===== config.mk =====
export PLATFORM = sky130hd
export DESIGN_NAME = control_sequencer
export DESIGN_NICKNAME = d
export VERILOG_FILES = /design/src/rtl/cpu_defs_pkg.sv /design/src/rtl/op_decoder.sv /design/src/rtl/control_sequencer.sv
export SDC_FILE = /design/constraint.sdc
export NUM_CORES = 1
export LEC_CHECK = 0
export CAP_MARGIN = 20
export CORE_UTILIZATION = 30
export CTS_BUF_LIST = sky130_fd_sc_hd__clkbuf_8
export CTS_CLUSTER_DIAMETER = 30
export DETAILED_ROUTE_END_ITERATION = 8
export GPL_TIMING_DRIVEN = 0
export PLACE_DENSITY_LB_ADDON = 0.08
export SYNTH_ARGS = -nofsm -noshare
export SYNTH_HDL_FRONTEND = slang
export SYNTH_SLANG_ARGS = --single-unit

===== constraint.sdc =====
create_clock -name clock -period 3.1 [get_ports clock]
set_input_delay 0.775 -clock clock [delete_from_list [all_inputs] [get_ports clock]]
set_output_delay 0.775 -clock clock [all_outputs]
set_load 0.005 [all_outputs]

===== src/rtl/cpu_defs_pkg.sv =====
// Shared opcode, IR field, state and strobe definitions for the hardwired control unit.
// No logic here; consumed by op_decoder and control_sequencer.
package cpu_defs_pkg;

  localparam int IR_OP_LSB = 27;
  localparam int IR_RA_MSB = 26;
  localparam int IR_RA_LSB = 23;
  localparam int IR_RB_MSB = 22;
  localparam int IR_RB_LSB = 19;
  localparam int IR_RC_MSB = 18;
  localparam int IR_RC_LSB = 15;
  localparam int IR_C_MSB  = 18;
  localparam int IR_C_LSB  = 0;

  localparam logic [4:0] OP_LD   = 5'b00000;
  localparam logic [4:0] OP_LDI  = 5'b00001;
  localparam logic [4:0] OP_ST   = 5'b00010;
  localparam logic [4:0] OP_ADD  = 5'b00011;
  localparam logic [4:0] OP_SUB  = 5'b00100;
  localparam logic [4:0] OP_AND  = 5'b00101;
  localparam logic [4:0] OP_OR   = 5'b00110;
  localparam logic [4:0] OP_ADDI = 5'b01100;
  localparam logic [4:0] OP_ANDI = 5'b01101;
  localparam logic [4:0] OP_ORI  = 5'b01110;
  localparam logic [4:0] OP_NOP  = 5'b11010;
  localparam logic [4:0] OP_HALT = 5'b11011;

  typedef enum logic [3:0] {
    S_RESET, T0, T1, T2, T3, T4, T5, T6, T7, HALT
  } state_t;

  typedef enum logic [2:0] {
    CL_LD, CL_LDI, CL_ST, CL_ALU_R, CL_ALU_I, CL_NOP, CL_HALT, CL_ILLEGAL
  } iclass_t;

  typedef struct packed {
    logic add;
    logic sub;
    logic and_op;
    logic or_op;
  } alu_sel_t;

  typedef struct packed {
    logic     pc_out;
    logic     pc_in;
    logic     inc_pc;
    logic     mar_in;
    logic     mdr_in;
    logic     mdr_out;
    logic     ir_in;
    logic     y_in;
    logic     z_in;
    logic     zlow_out;
    logic     c_out;
    logic     read;
    logic     write;
    logic     gra;
    logic     grb;
    logic     grc;
    logic     r_in;
    logic     r_out;
    logic     ba_out;
    alu_sel_t alu;
  } strobe_t;

endpackage


===== src/rtl/op_decoder.sv =====
// Combinational opcode classifier: instruction class plus one-hot ALU select.
// Zero latency; no flow control.
module op_decoder
  import cpu_defs_pkg::*;
#(
  parameter int OPW = 5
) (
  input  logic [OPW-1:0] op,
  output iclass_t        iclass,
  output alu_sel_t       alu_sel
);

  always_comb begin
    iclass  = CL_ILLEGAL;
    alu_sel = '0;
    case (op)
      OP_LD:   begin iclass = CL_LD;    alu_sel.add    = 1'b1; end
      OP_LDI:  begin iclass = CL_LDI;   alu_sel.add    = 1'b1; end
      OP_ST:   begin iclass = CL_ST;    alu_sel.add    = 1'b1; end
      OP_ADD:  begin iclass = CL_ALU_R; alu_sel.add    = 1'b1; end
      OP_SUB:  begin iclass = CL_ALU_R; alu_sel.sub    = 1'b1; end
      OP_AND:  begin iclass = CL_ALU_R; alu_sel.and_op = 1'b1; end
      OP_OR:   begin iclass = CL_ALU_R; alu_sel.or_op  = 1'b1; end
      OP_ADDI: begin iclass = CL_ALU_I; alu_sel.add    = 1'b1; end
      OP_ANDI: begin iclass = CL_ALU_I; alu_sel.and_op = 1'b1; end
      OP_ORI:  begin iclass = CL_ALU_I; alu_sel.or_op  = 1'b1; end
      OP_NOP:  iclass = CL_NOP;
      OP_HALT: iclass = CL_HALT;
      default: ;
    endcase
  end

endmodule


===== src/rtl/control_sequencer.sv =====
// Moore control FSM: fetch T0-T2, execute T3-T7; strobes decoded from state (and IR class).
// T1, ld T6 and st T7 hold until mem_ready; stop is taken only at the instruction boundary.
module control_sequencer
  import cpu_defs_pkg::*;
#(
  parameter int OPW = 5
) (
  input  logic        clock,
  input  logic        reset,
  input  logic [31:0] ir,
  input  logic        mem_ready,
  input  logic        stop,
  output logic        PCout,
  output logic        PCin,
  output logic        IncPC,
  output logic        MARin,
  output logic        MDRin,
  output logic        MDRout,
  output logic        IRin,
  output logic        Yin,
  output logic        Zin,
  output logic        Zlowout,
  output logic        Cout,
  output logic        Read,
  output logic        Write,
  output logic        Gra,
  output logic        Grb,
  output logic        Grc,
  output logic        Rin,
  output logic        Rout,
  output logic        BAout,
  output logic        ADD,
  output logic        SUB,
  output logic        AND,
  output logic        OR,
  output logic        run,
  output logic        illegal
);

  state_t   state;
  state_t   boundary;
  iclass_t  iclass;
  alu_sel_t alu_sel;
  strobe_t  st;
  logic     is_mem_class;
  logic     unused_fields;

  op_decoder #(.OPW(OPW)) u_dec (
    .op      (ir[IR_OP_LSB +: OPW]),
    .iclass  (iclass),
    .alu_sel (alu_sel)
  );

  // Register fields are consumed by the datapath, not the sequencer.
  assign unused_fields = ^{ir[IR_RA_MSB:IR_RA_LSB], ir[IR_RB_MSB:IR_RB_LSB],
                           ir[IR_RC_MSB:IR_RC_LSB], ir[IR_C_MSB:IR_C_LSB]};

  assign boundary     = stop ? HALT : T0;
  assign is_mem_class = (iclass == CL_LD) || (iclass == CL_ST);

  always_ff @(posedge clock or posedge reset) begin
    if (reset) begin
      state <= S_RESET;
    end else begin
      case (state)
        S_RESET: state <= T0;
        T0:      state <= T1;
        T1:      if (mem_ready) state <= T2;
        T2: begin
          case (iclass)
            CL_NOP:  state <= boundary;
            CL_HALT: state <= HALT;
            default: state <= T3;
          endcase
        end
        T3:      state <= (iclass == CL_ILLEGAL) ? boundary : T4;
        T4:      state <= T5;
        T5:      state <= is_mem_class ? T6 : boundary;
        T6:      if (iclass != CL_LD || mem_ready) state <= T7;
        T7:      if (iclass != CL_ST || mem_ready) state <= boundary;
        HALT:    state <= HALT;
        default: state <= S_RESET;
      endcase
    end
  end

  always_comb begin
    st = '0;
    case (state)
      T0: begin st.pc_out = 1'b1; st.mar_in = 1'b1; st.inc_pc = 1'b1; st.z_in = 1'b1; end
      T1: begin st.zlow_out = 1'b1; st.pc_in = 1'b1; st.read = 1'b1; st.mdr_in = 1'b1; end
      T2: begin st.mdr_out = 1'b1; st.ir_in = 1'b1; end
      T3: begin
        if (is_mem_class || iclass == CL_LDI) begin
          st.grb = 1'b1; st.ba_out = 1'b1; st.y_in = 1'b1;
        end else if (iclass == CL_ALU_R || iclass == CL_ALU_I) begin
          st.grb = 1'b1; st.r_out = 1'b1; st.y_in = 1'b1;
        end
      end
      T4: begin
        st.z_in = 1'b1;
        st.alu  = alu_sel;
        if (iclass == CL_ALU_R) begin
          st.grc = 1'b1; st.r_out = 1'b1;
        end else begin
          st.c_out = 1'b1;
        end
      end
      T5: begin
        st.zlow_out = 1'b1;
        if (is_mem_class) st.mar_in = 1'b1;
        else begin st.gra = 1'b1; st.r_in = 1'b1; end
      end
      T6: begin
        st.mdr_in = 1'b1;
        if (iclass == CL_LD) st.read = 1'b1;
        else begin st.gra = 1'b1; st.r_out = 1'b1; end
      end
      T7: begin
        if (iclass == CL_LD) begin
          st.mdr_out = 1'b1; st.gra = 1'b1; st.r_in = 1'b1;
        end else begin
          st.write = 1'b1;
        end
      end
      default: ;
    endcase
  end

  assign PCout   = st.pc_out;
  assign PCin    = st.pc_in;
  assign IncPC   = st.inc_pc;
  assign MARin   = st.mar_in;
  assign MDRin   = st.mdr_in;
  assign MDRout  = st.mdr_out;
  assign IRin    = st.ir_in;
  assign Yin     = st.y_in;
  assign Zin     = st.z_in;
  assign Zlowout = st.zlow_out;
  assign Cout    = st.c_out;
  assign Read    = st.read;
  assign Write   = st.write;
  assign Gra     = st.gra;
  assign Grb     = st.grb;
  assign Grc     = st.grc;
  assign Rin     = st.r_in;
  assign Rout    = st.r_out;
  assign BAout   = st.ba_out;
  assign ADD     = st.alu.add;
  assign SUB     = st.alu.sub;
  assign AND     = st.alu.and_op;
  assign OR      = st.alu.or_op;
  assign run     = (state != S_RESET) && (state != HALT);
  assign illegal = (state == T3) && (iclass == CL_ILLEGAL);

endmodule

Word-level counts from Yosys, hierarchy flattened
Cells that the tools add are included.
{ "totals": {"ff_bits": 4, "wordCells": 95} }
{ "classes": {"eq_ne": 32, "n_mux": 41, "n_reduce_logical": 21} }
{ "ops": {"columns": ["operator", "count"], "rows": [
  ["$pmux W4 S10", 1],
  ["$mux W4", 7],
  ["$mux W1", 25],
  ["$pmux W3 S7", 1],
  ["$eq A4 B3 Y1 const B", 4],
  ["$eq A5 B3 Y1 const B", 3],
  ["$eq A5 B4 Y1 const B", 3],
  ["$eq A3 B3 Y1 const B", 4],
  ["$eq A5 B2 Y1 const B", 2],
  ["$eq A5 B5 Y1 const B", 2],
  ["$reduce_or A2 Y1", 5],
  ["$eq A4 B2 Y1 const B", 2],
  ["$eq A4 B4 Y1 const B", 2],
  ["$pmux W1 S2", 4],
  ["$pmux W4 S2", 1],
  ["$eq A3 B2 Y1 const B", 2],
  ["$ne A2 B2 Y1 const B", 3],
  ["$pmux W1 S3", 2],
  ["$eq A5 B1 Y1 const B", 1],
  ["$logic_not A5 Y1", 1],
  ["$logic_or A1 B1 Y1", 5],
  ["$reduce_or A5 Y1", 1],
  ["$eq A4 B1 Y1 const B", 1],
  ["$logic_not A4 Y1", 1],
  ["other kinds (10)", 11]
]} }

Logic depth before layout (Yosys ltp)
{ "logic_depth": {"ltp_word": 8, "depth_mapped": 7, "depth_no_buf": 5} }

Cells and area by module
A second synthesis with hierarchy kept.
{ "unflattened": {"cells_unflattened": 115, "hier_area_um2": 838.3} }
{ "by_module_without_submodules": {"columns": ["module", "n_inst", "cells_each", "area_each_um2"], "rows": [
  ["control_sequencer", 1, 95, 695.7],
  ["op_decoder", 1, 20, 142.6]
]} }

Worst setup path before layout
Ideal clock, no wire load.
{ "synth_path": {"path_type": "input port to output port", "startpoint": "input port ir[27]", "endpoint": "output port MARin", "t_arrival_ps": 1927, "required_ps": 2325, "setup_slack_ps": 398, "cell_stages": 6, "path_buffers": 2, "path_cell_list": "buf_6 > or4_4 > buf_6 > nor3_1 > a21oi_1 > nor2_1"} }
{ "synth_via": {"elab_chain_cells": 7, "word_cells_on_any_way": 20, "cone_classes": "eq/ne: 12; mux: 3; reduce/logical: 5"} }
{ "synth_lines": {"columns": ["item", "line_no", "text"], "rows": [
  ["from (decl)", "control_sequencer.sv:10", "input logic [31:0] ir,"],
  ["$eq A5 B2 Y1, or another cell as far along", "op_decoder.sv:16", "case (op)"],
  ["$reduce_or A4 Y1 (no line) or $reduce_or A3 Y1 (tied branches)", null, null],
  ["$pmux W3 S7 *", "op_decoder.sv:16", null],
  ["$eq A3 B2 Y1 or $logic_not A3 Y1 (tied branches)", "control_sequencer.sv:59", "assign is_mem_class = (iclass == CL_LD) || (iclass == CL_ST);"],
  ["$logic_or A1 B1 Y1 *", "control_sequencer.sv:59", null],
  ["$mux W1 *", "control_sequencer.sv:111", "if (is_mem_class) st.mar_in = 1'b1;"],
  ["$pmux W1 S2 *", "control_sequencer.sv:89", "case (state)"],
  ["to (decl)", "control_sequencer.sv:16", "output logic MARin,"]
]} }
Mark *: on every way between the ends. The rest lies on a longest branch, timed or not.

Worst setup path after layout
{ "layout_path": {"startpoint": "input port ir[29]", "endpoint": "output port Gra"} }
{ "layout_via": {"elab_chain_cells": 7, "word_cells_on_any_way": 22, "cone_classes": "eq/ne: 12; mux: 5; reduce/logical: 5"} }
{ "layout_lines": {"columns": ["item", "line_no", "text"], "rows": [
  ["$eq A5 B2 Y1, or another cell as far along", "op_decoder.sv:16", null],
  ["$reduce_or A4 Y1 (no line) or $reduce_or A3 Y1 (tied branches)", null, null],
  ["$pmux W3 S7 *", "op_decoder.sv:16", null],
  ["$eq A3 B2 Y1 or $logic_not A3 Y1 (tied branches)", "control_sequencer.sv:59, control_sequencer.sv:116, control_sequencer.sv:120", null],
  ["$logic_or A1 B1 Y1", "control_sequencer.sv:59", null],
  ["$mux W1", "control_sequencer.sv:111", null],
  ["$pmux W1 S3 *", "control_sequencer.sv:89", null],
  ["to (decl)", "control_sequencer.sv:26", "output logic Gra,"]
]} }
Marked as above.

==> impl_metrics.toml <==
[outcome]
status = "complete, but fails checks"
violations = "setup timing"

[finish]
fin_nets = 196
final_util_pct = 51.1
largestRegisters = "state x4"
drive_above_1_share_pct = 20.3
num_antenna_cells = 0
final_cell_count_no_fill = 188
regMostFlops = "state"
area_growth_pct = 61.1
design_area_sq_um = 1270
largest_reg_flops = 4

[cts]
clock_latency_ns = 0.22
clk_path_buf_depth = 2
clock_sinks = 4
root_buffer = "clkbuf_8"
cts_tree = "yes"
cts_buffers = 3
clk_pin_slew_ns = 0.03
htreeDepth = 1
postCtsHoldBufs = 0

[global_route]
grt_pass1_vias = 815
grtUsageTotal_pct = 17.5
grt_max_degree = 11
grt_pass1_wl_um = 3690
grt_overflow = 0
antenna_found_initial = 0

[critical_path]
start_kind = "input port"
timing.rr.end = "state[3]$_DFFE_PP0P_"
worstSetupStartpoint = "ir[29]"
crit_type = "input port to output port"
path_max_fanout = 4
reg2reg_slack_ns = 1.36
reg2reg_from = "state[1]$_DFFE_PP0P_"
crit_path_end = "Gra"
endpoint_kind = "output port"
required_ns = 2.32
cp.arrival_ns = 2.33
rr_worst_depth = 6

[pwr]
total_leakage_power_nw = 0.541
ir_drop_v = 0.000486
switchingPower_mw = 0.320
pwr-share-seq_pct = 13.5
internal_power_mw = 0.454
power.share.switching_pct = 41.3
power.share.clock_pct = 14.2
power_density_nw_per_um2 = 611
comb_power_share_pct = 72.3

[die]
ioPinCount = 61
dieArea_sq_um = 2830
die_y_um = 53.2
core_sq_um = 2480
rows = 18
die_x_um = 53.2
start_util_pct = 31.7

[synthesis]
synth_top_family_by_area = "simple AND/OR/NAND/NOR gates"
syn-cell-area_sq_um = 786
syn_area_per_cell_sq_um = 6.44
ys_ff_latch = 4
ys_seq_area_share_pct = 12.7
synthFlopType = "dfrtp_1"
ys.warnings.count = 0
synth_cell_types = 37
yosysMostFrequentCell = "nor2_1"
synth_compound_area_share_pct = 23.1
synthDominantCellAreaShare_pct = 12.7
synth_top_cells_by_count = "18 x nor2_1, 11 x nand2b_1, 10 x nand2_1"
ys_async_sr_fraction_pct = 100
synth_adder_area_share_pct = 0
yosys-top-cells-area = "dfrtp_1 13%, nand2b_1 8.8%, nor2_1 8.6%"
synth-xor-area-share_pct = 1.11
yosysTopAreaCell = "dfrtp_1"
synth_edf_count = 0
synth_cells = 122
synth_nets = 158
synth-simple-area-share_pct = 49.7
synthMuxAreaShare_pct = 3.34

[drt]
dr.pass1.iters = 4
drt-wirelength-per-cell_um = 12.7
drtIter0Drc = 29
vias = 993
viasPerCell = 5.28
drc_errors = 0
postRouteWirelength_um = 2390
postRouteAntennaNets = 0

[timing]
finalHoldViolCount = 0
tns_ns = -0.0143
slew_headroom_pct = 64.7
worst_pin_slew_ns = 0.529
timing.final.ws_setup_ns = -0.00976
finalMaxSlewViolations = 0
fin_worst_skew_ns = 0.00144
final-setup-viol-count = 2
fmax_ghz = 0.322
timing.final.crit_share_pct = 100
layout_min_cycle_time_ns = 3.11
rsz0062_at_grt = "yes"

[place]
dp_cells = 183
dpl_worst_slack_ns = -0.564
placed_area_sq_um = 1130
gp_congestion = 0.859
hpwlAfterDp_um = 1810
numPortBuffers = 31

[worst_hold_path]
hold_class = "input port to async pin"

[job]
maxCapViolCount = 0
repair_timing:
| action | in CTS | in global routing |
|---|---|---|
| pin swaps | 2 | 0 |
| setup endpoints to repair | 17 | 6 |
| buffers inserted | 2 | 1 |
| resized for setup | 17 | 14 |
cells in the final DEF (no fill, tap or decap), types with 3 or more instances in the layout:
cell	netlist	final
a21oi_1	9	8
and3_1	3	3
buf_4	2	7
clkbuf_1	8	4
clkbuf_8	0	4
clkdlybuf4s50_1	0	25
dfrtp_1	4	4
dlygate4sd2_1	0	4
inv_1	3	3
nand2_1	10	9
nand2b_1	11	9
nor2_1	18	16
nor3_1	7	5
nor4_1	3	3
o21ai_0	9	9
or2_2	3	3
per-stage QoR:
step | power (mW) | hold WS (ns)
after floorplan | 0.400 | 0.541
after global placement | 0.646 | 0.801
after detailed placement | 0.646 | 0.784
after CTS | 0.766 | 0.748
after global routing | 0.843 | 0.786
final | 0.774 | 0.745
area by class of cell:
class | instances | area [sq um]
tap | 30 | 37.5
inverter | 3 | 11.3
timing repair buffer | 34 | 333
multi-input combinational | 103 | 668
fill | 252 | 1210
clock buffer | 3 | 41.3
buffer | 11 | 75.1
sequential | 4 | 100
cells by family (layout without fill, tap and decap cells):
group / after synthesis / after routing
buffers and inverters: 15 / 51
DFF: 4 / 4
and+or+nand+nor: 71 / 71
AOI/OAI and AO/OA: 29 / 29
xor gates and xnor gates: 1 / 1
muxes: 2 / 2
metal layers:
layer  GRT usage (%)  up-vias  part of all wire [%]
met4            3.95        0                  0.71
met2            27.4       30                    46
met1            25.9      458                    48
met5               0        -                     0
met3           0.862        2                   4.9
li1                -      503                     -
worst min-delay path by stage:
| stage | start | to | slack, ns | depth (start not counted) |
|---|---|---|---|---|
| global placement | state[3]$_DFFE_PP0P_ | state[0]$_DFFE_PP0P_ | 0.80 | 4 |
| CTS | reset | state[0]$_DFFE_PP0P_ | 0.75 | 2 |
| detailed placement | state[3]$_DFFE_PP0P_ | state[0]$_DFFE_PP0P_ | 0.78 | 4 |
| finish | reset | state[0]$_DFFE_PP0P_ | 0.75 | 2 |
| global route | reset | state[0]$_DFFE_PP0P_ | 0.79 | 2 |
| floorplan | reset | state[0]$_DFFE_PP0P_ | 0.54 | 1 |
worst max-delay path: stages:
cell,delay [ns]
dlygate4sd2_1,0.27
or4_4,0.60
a21oi_4,0.14
o21ai_0,0.08
clkdlybuf4s50_1,0.46
power groups by stage:
| stage | combinational, mW | sequential (mW) | clock [mW] |
|---|---|---|---|
| finish | 0.560 | 0.104 | 0.110 |
| CTS | 0.551 | 0.102 | 0.113 |
| global route | 0.620 | 0.108 | 0.115 |
| floorplan | 0.305 | 0.0954 | 0 |
| global placement | 0.543 | 0.103 | 0 |
| detailed placement | 0.543 | 0.103 | 0 |
(Power assumes the default switching activity.)
